[src/rtl/alu_pipe.sv]
// Registered, handshaked ALU with saturating arithmetic, Z/V/N flags and an
// optional iterative multiply (build with ALU_PIPE_MUL_EN to enable op 0xA).
// Ports: clk, rst (async, active-high); in_valid/in_ready/in_a/in_b/in_op
// operation input; out_valid/out_ready/out_data/out_err result output;
// flag_z/flag_v/flag_n condition flags; busy while a multiply iterates.
module alu_pipe #(
    parameter int WIDTH = 16,
    parameter int SHW   = $clog2(WIDTH)
) (
    input  logic             clk,
    input  logic             rst,
    input  logic             in_valid,
    output logic             in_ready,
    input  logic [WIDTH-1:0] in_a,
    input  logic [WIDTH-1:0] in_b,
    input  logic [3:0]       in_op,
    output logic             out_valid,
    input  logic             out_ready,
    output logic [WIDTH-1:0] out_data,
    output logic             out_err,
    output logic             flag_z,
    output logic             flag_v,
    output logic             flag_n,
    output logic             busy
);

    localparam logic [WIDTH-1:0] SMAX = {1'b0, {(WIDTH-1){1'b1}}};
    localparam logic [WIDTH-1:0] SMIN = {1'b1, {(WIDTH-1){1'b0}}};

    function automatic logic [WIDTH-1:0] red_sum(input logic [2*WIDTH-1:0] ab);
        logic [WIDTH-1:0] acc;
        logic [7:0]       bt;
        acc = '0;
        for (int i = 0; i < 2*WIDTH/8; i++) begin
            bt  = ab[8*i +: 8];
            acc = acc + {{(WIDTH-8){bt[7]}}, bt};
        end
        return acc;
    endfunction

    function automatic logic [WIDTH-1:0] paddsb(input logic [WIDTH-1:0] a,
                                                input logic [WIDTH-1:0] b);
        logic [WIDTH-1:0] r;
        logic [3:0]       na;
        logic [3:0]       nb;
        logic [4:0]       s;
        r = '0;
        for (int i = 0; i < WIDTH/4; i++) begin
            na = a[4*i +: 4];
            nb = b[4*i +: 4];
            s  = {na[3], na} + {nb[3], nb};
            // sign bits disagree in the 5-bit sum => 4-bit overflow
            if (s[4] != s[3])
                r[4*i +: 4] = s[4] ? 4'h8 : 4'h7;
            else
                r[4*i +: 4] = s[3:0];
        end
        return r;
    endfunction

    logic             out_valid_q, out_valid_d;
    logic [WIDTH-1:0] out_data_q, out_data_d;
    logic             out_err_q, out_err_d;
    logic             z_q, z_d, v_q, v_d, n_q, n_d;

    logic [WIDTH-1:0] res;
    logic             res_err, res_legal, res_vn, res_v, is_mul;
    logic [WIDTH-1:0] sum, dif;
    logic [SHW-1:0]   sh;
    logic [2*WIDTH-1:0] rot;
    logic             ovf_add, ovf_sub;

    logic             idle, mul_done, accept;
    logic [WIDTH-1:0] mul_res;

    assign sum     = in_a + in_b;
    assign dif     = in_a - in_b;
    assign sh      = in_b[SHW-1:0];
    assign rot     = {in_a, in_a} >> sh;
    assign ovf_add = (in_a[WIDTH-1] == in_b[WIDTH-1]) &&
                     (sum[WIDTH-1] != in_a[WIDTH-1]);
    assign ovf_sub = (in_a[WIDTH-1] != in_b[WIDTH-1]) &&
                     (dif[WIDTH-1] != in_a[WIDTH-1]);

    always_comb begin
        res       = '0;
        res_err   = 1'b0;
        res_legal = 1'b1;
        res_vn    = 1'b0;
        res_v     = 1'b0;
        is_mul    = 1'b0;
        case (in_op)
            4'h0: begin
                res_vn = 1'b1;
                res_v  = ovf_add;
                res    = ovf_add ? (in_a[WIDTH-1] ? SMIN : SMAX) : sum;
                res_err = ovf_add;
            end
            4'h1: begin
                res_vn = 1'b1;
                res_v  = ovf_sub;
                res    = ovf_sub ? (in_a[WIDTH-1] ? SMIN : SMAX) : dif;
                res_err = ovf_sub;
            end
            4'h2: res = in_a ^ in_b;
            4'h3: res = red_sum({in_b, in_a});
            4'h4: res = in_a << sh;
            4'h5: res = $signed(in_a) >>> sh;
            4'h6: res = rot[WIDTH-1:0];
            4'h7: res = paddsb(in_a, in_b);
            4'h8: res = {in_a[WIDTH-1:8], in_b[7:0]};
            4'h9: res = {in_b[7:0], in_a[WIDTH-9:0]};
`ifdef ALU_PIPE_MUL_EN
            4'hA: is_mul = 1'b1;
`endif
            default: begin
                res_legal = 1'b0;
                res_err   = 1'b1;
            end
        endcase
    end

`ifdef ALU_PIPE_MUL_EN
    typedef enum logic {S_IDLE, S_MUL} state_t;

    state_t           state_q, state_d;
    logic [WIDTH-1:0] mcand_q, mcand_d;
    logic [WIDTH-1:0] mplier_q, mplier_d;
    logic [WIDTH-1:0] acc_q, acc_d;
    logic [SHW-1:0]   cnt_q, cnt_d;

    assign idle     = (state_q == S_IDLE);
    assign busy     = (state_q == S_MUL);
    assign mul_done = busy && (cnt_q == SHW'(WIDTH-1));
    assign mul_res  = acc_q + (mplier_q[0] ? mcand_q : '0);

    always_comb begin
        state_d  = state_q;
        mcand_d  = mcand_q;
        mplier_d = mplier_q;
        acc_d    = acc_q;
        cnt_d    = cnt_q;
        case (state_q)
            S_IDLE: begin
                if (accept && is_mul) begin
                    state_d  = S_MUL;
                    mcand_d  = in_a;
                    mplier_d = in_b;
                    acc_d    = '0;
                    cnt_d    = '0;
                end
            end
            S_MUL: begin
                acc_d    = mul_res;
                mcand_d  = mcand_q << 1;
                mplier_d = mplier_q >> 1;
                cnt_d    = cnt_q + 1'b1;
                if (mul_done)
                    state_d = S_IDLE;
            end
            default: state_d = S_IDLE;
        endcase
    end

    always_ff @(posedge clk or posedge rst) begin
        if (rst) begin
            state_q  <= S_IDLE;
            mcand_q  <= '0;
            mplier_q <= '0;
            acc_q    <= '0;
            cnt_q    <= '0;
        end else begin
            state_q  <= state_d;
            mcand_q  <= mcand_d;
            mplier_q <= mplier_d;
            acc_q    <= acc_d;
            cnt_q    <= cnt_d;
        end
    end
`else
    assign idle     = 1'b1;
    assign busy     = 1'b0;
    assign mul_done = 1'b0;
    assign mul_res  = '0;
`endif

    assign in_ready = idle && (!out_valid_q || out_ready);
    assign accept   = in_valid && in_ready;

    always_comb begin
        out_valid_d = out_valid_q;
        out_data_d  = out_data_q;
        out_err_d   = out_err_q;
        z_d         = z_q;
        v_d         = v_q;
        n_d         = n_q;
        if (accept && !is_mul) begin
            out_valid_d = 1'b1;
            out_data_d  = res;
            out_err_d   = res_err;
            if (res_legal)
                z_d = (res == '0);
            if (res_vn) begin
                v_d = res_v;
                n_d = res[WIDTH-1];
            end
        end else if (mul_done) begin
            // output register is free here: IDLE only accepted the MUL
            // once the previous result had been taken
            out_valid_d = 1'b1;
            out_data_d  = mul_res;
            out_err_d   = 1'b0;
            z_d         = (mul_res == '0);
        end else if (out_ready) begin
            out_valid_d = 1'b0;
        end
    end

    always_ff @(posedge clk or posedge rst) begin
        if (rst) begin
            out_valid_q <= 1'b0;
            out_data_q  <= '0;
            out_err_q   <= 1'b0;
            z_q         <= 1'b0;
            v_q         <= 1'b0;
            n_q         <= 1'b0;
        end else begin
            out_valid_q <= out_valid_d;
            out_data_q  <= out_data_d;
            out_err_q   <= out_err_d;
            z_q         <= z_d;
            v_q         <= v_d;
            n_q         <= n_d;
        end
    end

    assign out_valid = out_valid_q;
    assign out_data  = out_data_q;
    assign out_err   = out_err_q;
    assign flag_z    = z_q;
    assign flag_v    = v_q;
    assign flag_n    = n_q;

endmodule

[config.mk]
export PLATFORM = sky130hd
export DESIGN_NAME = alu_pipe
export DESIGN_NICKNAME = d
export VERILOG_FILES = /design/src/rtl/alu_pipe.sv
export SDC_FILE = /design/constraint.sdc
export NUM_CORES = 1
export LEC_CHECK = 0
export CAP_MARGIN = 20
export CORE_MARGIN = 2
export CORE_UTILIZATION = 50
export DETAILED_ROUTE_END_ITERATION = 16
export GPL_TIMING_DRIVEN = 0
export MAX_ROUTING_LAYER = met4
export PLACE_DENSITY = 0.77
export RECOVER_POWER = 25
export REMOVE_ABC_BUFFERS = 1
export SETUP_SLACK_MARGIN = 0.2
export SLEW_MARGIN = 25
export SYNTH_ARGS = -nofsm -noshare
export SYNTH_HDL_FRONTEND = slang
export SYNTH_SLANG_ARGS = --single-unit
[constraint.sdc]
create_clock -name clk -period 2.1 [get_ports clk]
set_clock_uncertainty 0.05 [all_clocks]
set_input_delay 0.63 -clock clk [delete_from_list [all_inputs] [get_ports clk]]
set_output_delay 0.63 -clock clk [all_outputs]
set_load 0.02 [all_outputs]
==> impl_metrics.csv, run 1 <==
group,metric,value,unit
power,combPwrFrac,78.9,%
yosys,async_flop_share,100.0,%
yosys,netlist.area_leader.share,7.479,%
sta,setup_violations,20,
clocking,clockBufferDepth,2,
yosys,ys_seq_area_share,7.479,%
sta,rsz0062_at_grt,"true",
grt,overflow,0,
run_status,outcome,"finished with violations",
yosys,synth_cells,966,
grt,grt_usage,42.54,%
floorplanning,dieArea,0.01502,mm^2
routing,wl_per_cell,26.66,um
critical_path,path_common_cell,"a21oi_2",
clocking,cts.clk_slew.worst_paths,0.06,ns
clocking,htree_levels,1,
sta,relSlewSlack,22.78,%
yosys,ys_ff_latch,21,
critical_path,crit_path_start_kind,"input pin",
sta,layout_min_cycle_time,5.305,ns
floorplanning,initial_core_util,50.82,%
power,p_total,0.004436,W
clocking,cts_made_buffers,3,
critical_path,cp_cell_sequence,"buf_12 -> ha_4 -> a211o_1 -> a2111oi_4 -> a21oi_4 -> o21ai_2 -> a21oi_2 -> nor2_2 -> o21bai_1 -> a21oi_2 -> fa_2 -> xnor2_1 -> and2_4 -> a32oi_1 -> o21ai_1 -> a221oi_2 -> nand4_1 -> a2111o_1 -> or4_4 -> nor4_4 -> a22o_1",
power,cellInternalPower,0.002207,W
hold_path,hold_path.class,"reg -> reg",
grt,grt_max_degree,55,
yosys,synthTopCellsByArea,"dfrtp_1 7.5%, ha_1 7.5%, fa_1 6.6%",
power,switching_share,50.24,%
floorplanning,core-area,0.01383,mm^2
floorplanning,rows,43,
power,powerDensity,481.7,mW/mm^2
grt,grt_antenna_before_repair,0,
floorplanning,die_h,122.5,um
routing,viasPerCell,7.378,
critical_path,ff2ff_setup_slack,-0.45,ns
sta,tightest_slew,1.156,ns
routing,ant_nets,0,
placed_design,portBuffers,61,
power,p_switching,0.002229,W
routing,first_iter_violations,1626,
sta,drv_slew,0,
layout,instances_no_fill,1225,
floorplanning,io_pins,63,
critical_path,worstPathRequired,2.25,ns
run_status,failed_checks,"negative setup slack",
sta,finalHoldViolations,0,
yosys,ys_types,88,
routing,dr.pass1.iters,6,
clocking,cts_tree,"yes",
yosys,synth.avg_cell_area,7.274,um^2
power,vdd_drop_max,0.0005286,V
power,p_seq_share,11.8,%
critical_path,worstSetupPathType,"in -> reg",
routing,drc_errors,0,
critical_path,cp_max_fo,5,
layout,n_antenna_cell,0,
critical_path,end_kind,"register",
power,p_leak,3.850,nW
floorplanning,die_width,122.5,um
yosys,synth_most_common_cell,"nor2_1",
sta,fin_ws,-3.205,ns
yosys,yosys.area.top_type,"dfrtp_1",
placed_design,gp_congestion,1.047,
grt,grt_pass1_vias,8104,
critical_path,slowest_stage,"fa_2",
grt,grt_pass1_wl,47.55,mm
yosys,syn-cell-area,0.007027,mm^2
yosys,synth-edff-count,0,
routing,vias,9038,
yosys,ys_warn_count,0,
critical_path,max_stage_delay,0.48,ns
sta,fmax,0.1885,GHz
run,maxCapViolations,0,
routing,drt-total-wl,32.66,mm
yosys,synth-main-ff-cell,"dfrtp_1",
clocking,clock_sinks,21,
sta,finalCritPeriodShare,252.6,%
power,clkPwrFrac,9.3,%
critical_path,arrival,5.45,ns
layout,fin_nets,1151,
placed_design,dp_hpwl,20.79,mm
layout,drive_gt1_share,24.59,%
clocking,cts_hold_buf,0,
layout,areaGrowthSynthToFinish,31.05,%
clocking,clk_latency,0.25,ns
clocking,root_buffer,"clkbuf_16",
placed_design,place_inst,1129,
yosys,synthTopCellsByCount,"94 x nor2_1, 90 x nand2_1, 73 x o21ai_0",
## per-stage QoR
stage	utilization [%]	TNS (ns)	worst slack [ns]	area (um^2)	hold slack, ns
after floorplan	-	-42.01	-3.194	6640	0.5300
after global placement	54.07	-115.55	-7.211	7476	0.4103
after detailed placement	54.19	-92.58	-5.971	7493	0.4206
after CTS	63.13	-42.08	-2.998	8730	0.4311
after global routing	66.60	-46.55	-3.280	9209	0.4542
final	66.60	-45.54	-3.205	9209	0.4261
## metal layers
metal,up-vias,track usage [%],share of wire [%]
met2,860,59.93,41
met3,242,10.22,14
li1,3745,-,-
met5,-,-,0
met1,4191,57.34,37
met4,0,19.68,7.4
## critical path, delay by kind of cell
| kind | cells | cell delay [ns] |
|---|---|---|
| adder cells (fa/ha/maj) | 2 | 0.73 |
| AO/OA/AOI/OAI | 12 | 2.63 |
| XOR/XNOR | 1 | 0.14 |
| buffers and inverters | 1 | 0.11 |
| AND/OR/NAND/NOR | 5 | 1.19 |
## cells in the final DEF (no fill, tap or decap), types with 9 or more instances in the layout
cell,n
nor2b_1,17
nand4_1,10
mux4_2,16
a21oi_2,9
o21ai_1,10
nor3_1,17
buf_6,43
o211ai_1,21
a21oi_1,50
a31oi_1,11
ha_1,25
fa_1,20
o22ai_1,16
nor2_1,93
inv_1,50
dlygate4sd2_1,10
o21a_1,13
nand2_1,89
clkbuf_1,10
mux2i_1,36
nand2b_1,10
a211oi_1,19
mux2_2,15
xnor2_1,19
o21ai_0,55
buf_4,50
ha_4,14
a21o_1,10
nand3_1,13
dfrtp_1,21
## cell families (layout without fill, tap and decap cells)
family / count (synthesis) / after routing / share of synthesized area (%)
AO/OA/AOI/OAI: 315 / 315 / 29.93
XOR/XNOR: 28 / 28 / 3.490
adder cells (fa/ha/maj): 66 / 66 / 14.17
buffers and inverters: 141 / 220 / 8.814
flip-flops: 21 / 21 / 7.479
multiplexers: 69 / 69 / 13.03
other: 1 / 1 / 0.05337
AND/OR/NAND/NOR: 325 / 325 / 23.02
## worst paths after layout
check | startpoint | end | cells after the start
setup / recovery | in_a[4] | flag_z | 21
max in group asynchronous | rst | out_data[9] | 2
min in group asynchronous | rst | out_data[11] | 2
setup reg to reg | out_valid | flag_z | 7
hold reg to reg | out_data[4] | out_data[4] | 2
hold / removal | out_data[4] | out_data[4] | 2
## power by group through the flow
stage                     registers (W)  clock network (W)  logic, W
after CTS                      0.000521           0.000411   0.00303
after global routing           0.000529           0.000432   0.00364
after global placement         0.000523                  0   0.00255
after detailed placement       0.000529                  0   0.00257
after floorplan                0.000615                  0   0.00152
final                          0.000522           0.000413   0.00350
## layout make-up
| type | instances | area (um^2) |
|---|---|---|
| Inverter | 62 | 292.8 |
| Sequential cell | 21 | 525.5 |
| Clock inverter | 1 | 5.005 |
| Tap cell | 180 | 225.2 |
| Multi-Input combinational cell | 804 | 6449 |
| Timing Repair Buffer | 154 | 1637 |
| Fill cell | 1092 | 4618 |
| Clock buffer | 3 | 75.07 |
## registers in the layout, summed over array words and instances, names as in the netlist
register   cells
flag_n         1
flag_v         1
flag_z         1
out_data      16
out_err        1
out_valid      1
## what timing repair did
action | CTS | global route
endpoints found under the setup margin | 28 | 33
buffers inserted | 63 | 24
gates cloned | 4 | 1
gates resized for setup | 287 | 105
pin swaps | 43 | 43
(Power assumes the default switching activity.)
==> inputs of run 2 (changes only) <==
==> constraint.sdc (replaced) <==
create_clock -name clk -period 6.1 [get_ports clk]
set_clock_uncertainty 0.05 [all_clocks]
set_input_delay 1.83 -clock clk [delete_from_list [all_inputs] [get_ports clk]]
set_output_delay 1.83 -clock clk [all_outputs]
set_load 0.02 [all_outputs]
==> run 2 against run 1 <==
Against the previous run: the flow still finishes with violations (negative setup slack); non-clock buffer count shrank 13; clock-buffer cell count did not move; critical path depth shrank 5; worst hold slack improved by 0.0051 ns; core utilization shrank 2.5 points; critical path type unchanged.
==> impl_metrics.csv, run 2 (synthesized netlist as in run 1, its figures left out) <==
group,metric,value,unit
critical_path,r2r_start,"out_valid",
clocking,cts.clk_slew.worst_paths,0.06,ns
floorplanning,rows,43,
routing,viasPerCell,7.251,
critical_path,worstSetupPathType,"in -> reg",
placed_design,gp_congestion,1.047,
critical_path,r2r-end,"flag_z",
floorplanning,io_pins,63,
layout,fill_cells,1159,
layout,final_cell_mix,"93 x nor2_1, 89 x nand2_1, 67 x o21ai_0",
floorplanning,dieArea,0.01502,mm^2
routing,drt-total-wl,31.60,mm
critical_path,path_common_cell,"fa_1",
critical_path,cp.depth,16,
layout,areaGrowthSynthToFinish,26.18,%
critical_path,critPathBufInv,3,
sta,finalHoldViolations,0,
layout,mostFrequentLayoutCell,"nor2_1",
critical_path,slowest_stage,"fa_1",
grt,grt_pass1_vias,7900,
floorplanning,die_h,122.5,um
run_status,failed_checks,"negative setup slack",
layout,n_antenna_cell,0,
clocking,cts_tree,"yes",
placed_design,dp_hpwl,20.79,mm
sta,setup_violations,3,
hold_path,hold_path.class,"reg -> reg",
clocking,root_buffer,"clkbuf_16",
critical_path,cp_max_fo,12,
power,cellInternalPower,0.0007282,W
critical_path,worstPathRequired,6.24,ns
critical_path,cp_cell_sequence,"buf_2 -> inv_1 -> fa_1 -> fa_1 -> inv_1 -> fa_1 -> nand2_1 -> o21ai_0 -> a221oi_1 -> o311ai_1 -> a311oi_1 -> o211ai_1 -> a2111o_1 -> or4_4 -> nor4_4 -> a22o_1",
sta,rsz0062_at_grt,"true",
grt,overflow,0,
critical_path,ff2ff_setup_slack,3.57,ns
layout,fin_nets,1138,
routing,vias,8788,
routing,dr.pass1.iters,8,
critical_path,critPathCapture,"flag_z",
routing,drc_errors,0,
critical_path,crit_family,"compound AO/OA/AOI/OAI gates",
power,switching_share,49.44,%
clocking,htree_levels,1,
grt,grt_antenna_before_repair,0,
routing,wl_per_cell,26.07,um
floorplanning,core-area,0.01383,mm^2
run,maxCapViolations,0,
grt,grt_max_degree,55,
run_status,outcome,"finished with violations",
floorplanning,die_width,122.5,um
sta,fmax,0.1585,GHz
grt,grt_usage,41.77,%
layout,drive_gt1_share,19.57,%
sta,drv_slew,0,
sta,relSlewSlack,21.48,%
placed_design,portBuffers,61,
clocking,cts_made_buffers,3,
grt,grt_pass1_wl,46.57,mm
power,p_leak,3.651,nW
power,p_seq_share,12.5,%
sta,tns,-0.4821,ns
critical_path,arrival,6.45,ns
critical_path,end_kind,"register",
power,vdd_drop_max,0.0001484,V
critical_path,crit_start,"in_a[2]",
routing,ant_nets,0,
power,p_total,0.001440,W
routing,first_iter_violations,1566,
clocking,clockBufferDepth,2,
power,combPwrFrac,77.6,%
critical_path,max_stage_delay,0.54,ns
sta,layout_min_cycle_time,6.308,ns
layout,largest_reg_flops,16,
sta,fin_ws,-0.2084,ns
clocking,clock_sinks,21,
clocking,clk_latency,0.25,ns
power,powerDensity,162.5,mW/mm^2
power,clkPwrFrac,9.9,%
layout,multi_input_area,0.006198,mm^2
sta,tightest_slew,1.167,ns
sta,finalCritPeriodShare,103.4,%
critical_path,crit_path_start_kind,"input pin",
power,p_switching,0.0007122,W
floorplanning,initial_core_util,50.82,%
layout,seqCellArea,525.5,um^2
critical_path,worstRegToRegCells,7,
==> run 2: cell types whose count changed in the layout (fill, tap and decap cells not counted), sizes merged <==
| cell | delta |
|---|---|
| clkdlybuf4s50 | +24 |
| buf | -19 |
| clkbuf | -9 |
| dlygate4sd2 | -9 |
| dlymetal6s2s | -5 |
| clkdlybuf4s15 | +4 |
| dlygate4sd3 | +1 |
==> run 2: per-layer routing <==
metal  GRT usage, %  wire length [um]
met2          58.47             12960
met3          10.50              4663
met4          19.11              2182
met1          56.39             11790
met5              -                 0
==> run 2: worst min-delay path: stages, from the launching register on <==
cell     delay [ns]
dfrtp_1        0.34
nand2_1        0.05
nand2_1        0.05
==> run 2: metrics by stage <==
step / setup slack, ns / instance area, um^2 / instances / hold slack (ns) / util, %
2_1_floorplan: -0.3939 / 6640 / 887 / 0.5300 / -
3_3_place_gp: -4.411 / 7476 / 1128 / 0.4103 / 54.07
3_5_place_dp: -3.171 / 7493 / 1129 / 0.4206 / 54.19
4_1_cts: -0.2027 / 8517 / 1194 / 0.4311 / 61.60
5_1_grt: -0.3504 / 8866 / 1212 / 0.4564 / 64.12
6_report: -0.2084 / 8866 / 1212 / 0.4312 / 64.12
==> run 2: layout make-up <==
type / count / area share (%)
Multi-Input combinational cell: 804 / 69.91
Timing Repair Buffer: 141 / 17.41
Sequential cell: 21 / 5.927
Inverter: 62 / 3.302
Tap cell: 180 / 2.540
Clock buffer: 3 / 0.8467
Clock inverter: 1 / 0.05645
==> run 2: power groups by stage <==
stage / Sequential (W) / Combinational (W) / Clock [W]
finish: 0.000180 / 0.00112 / 0.000142
detailed placement: 0.000182 / 0.000885 / 0
global placement: 0.000180 / 0.000879 / 0
global route: 0.000182 / 0.00118 / 0.000147
floorplan: 0.000212 / 0.000522 / 0
CTS: 0.000179 / 0.00101 / 0.000141
==> run 2: repair_timing <==
item,in CTS,in global routing
endpoints found under the setup margin,20,7
hold buffers,0,0
pin swaps,28,23
gates cloned,4,1
gates resized for setup,202,59
buffers inserted,57,17
==> run 2: how the worst min path moves through the flow <==
| stage | startpoint | to | slack [ns] | depth (start not counted) |
|---|---|---|---|---|
| 2_1_floorplan | flag_n | flag_n | 0.53 | 2 |
| 3_3_place_gp | out_data[14] | out_data[14] | 0.41 | 2 |
| 3_5_place_dp | out_data[8] | out_data[8] | 0.42 | 2 |
| 4_1_cts | out_data[4] | out_data[4] | 0.43 | 2 |
| 5_1_grt | out_data[14] | out_data[14] | 0.46 | 2 |
| 6_report | out_data[4] | out_data[4] | 0.43 | 2 |
==> inputs of run 3 (changes only) <==
--- a/config.mk
+++ b/config.mk
@@ -5,7 +5,7 @@
 export SDC_FILE = /design/constraint.sdc
 export NUM_CORES = 1
 export LEC_CHECK = 0
-export CAP_MARGIN = 20
+export CAP_MARGIN = 10
 export CORE_MARGIN = 2
 export CORE_UTILIZATION = 50
 export DETAILED_ROUTE_END_ITERATION = 16
==> results of run 3 <==
The final DEF is identical to that of run 2; final timing and power are the same.
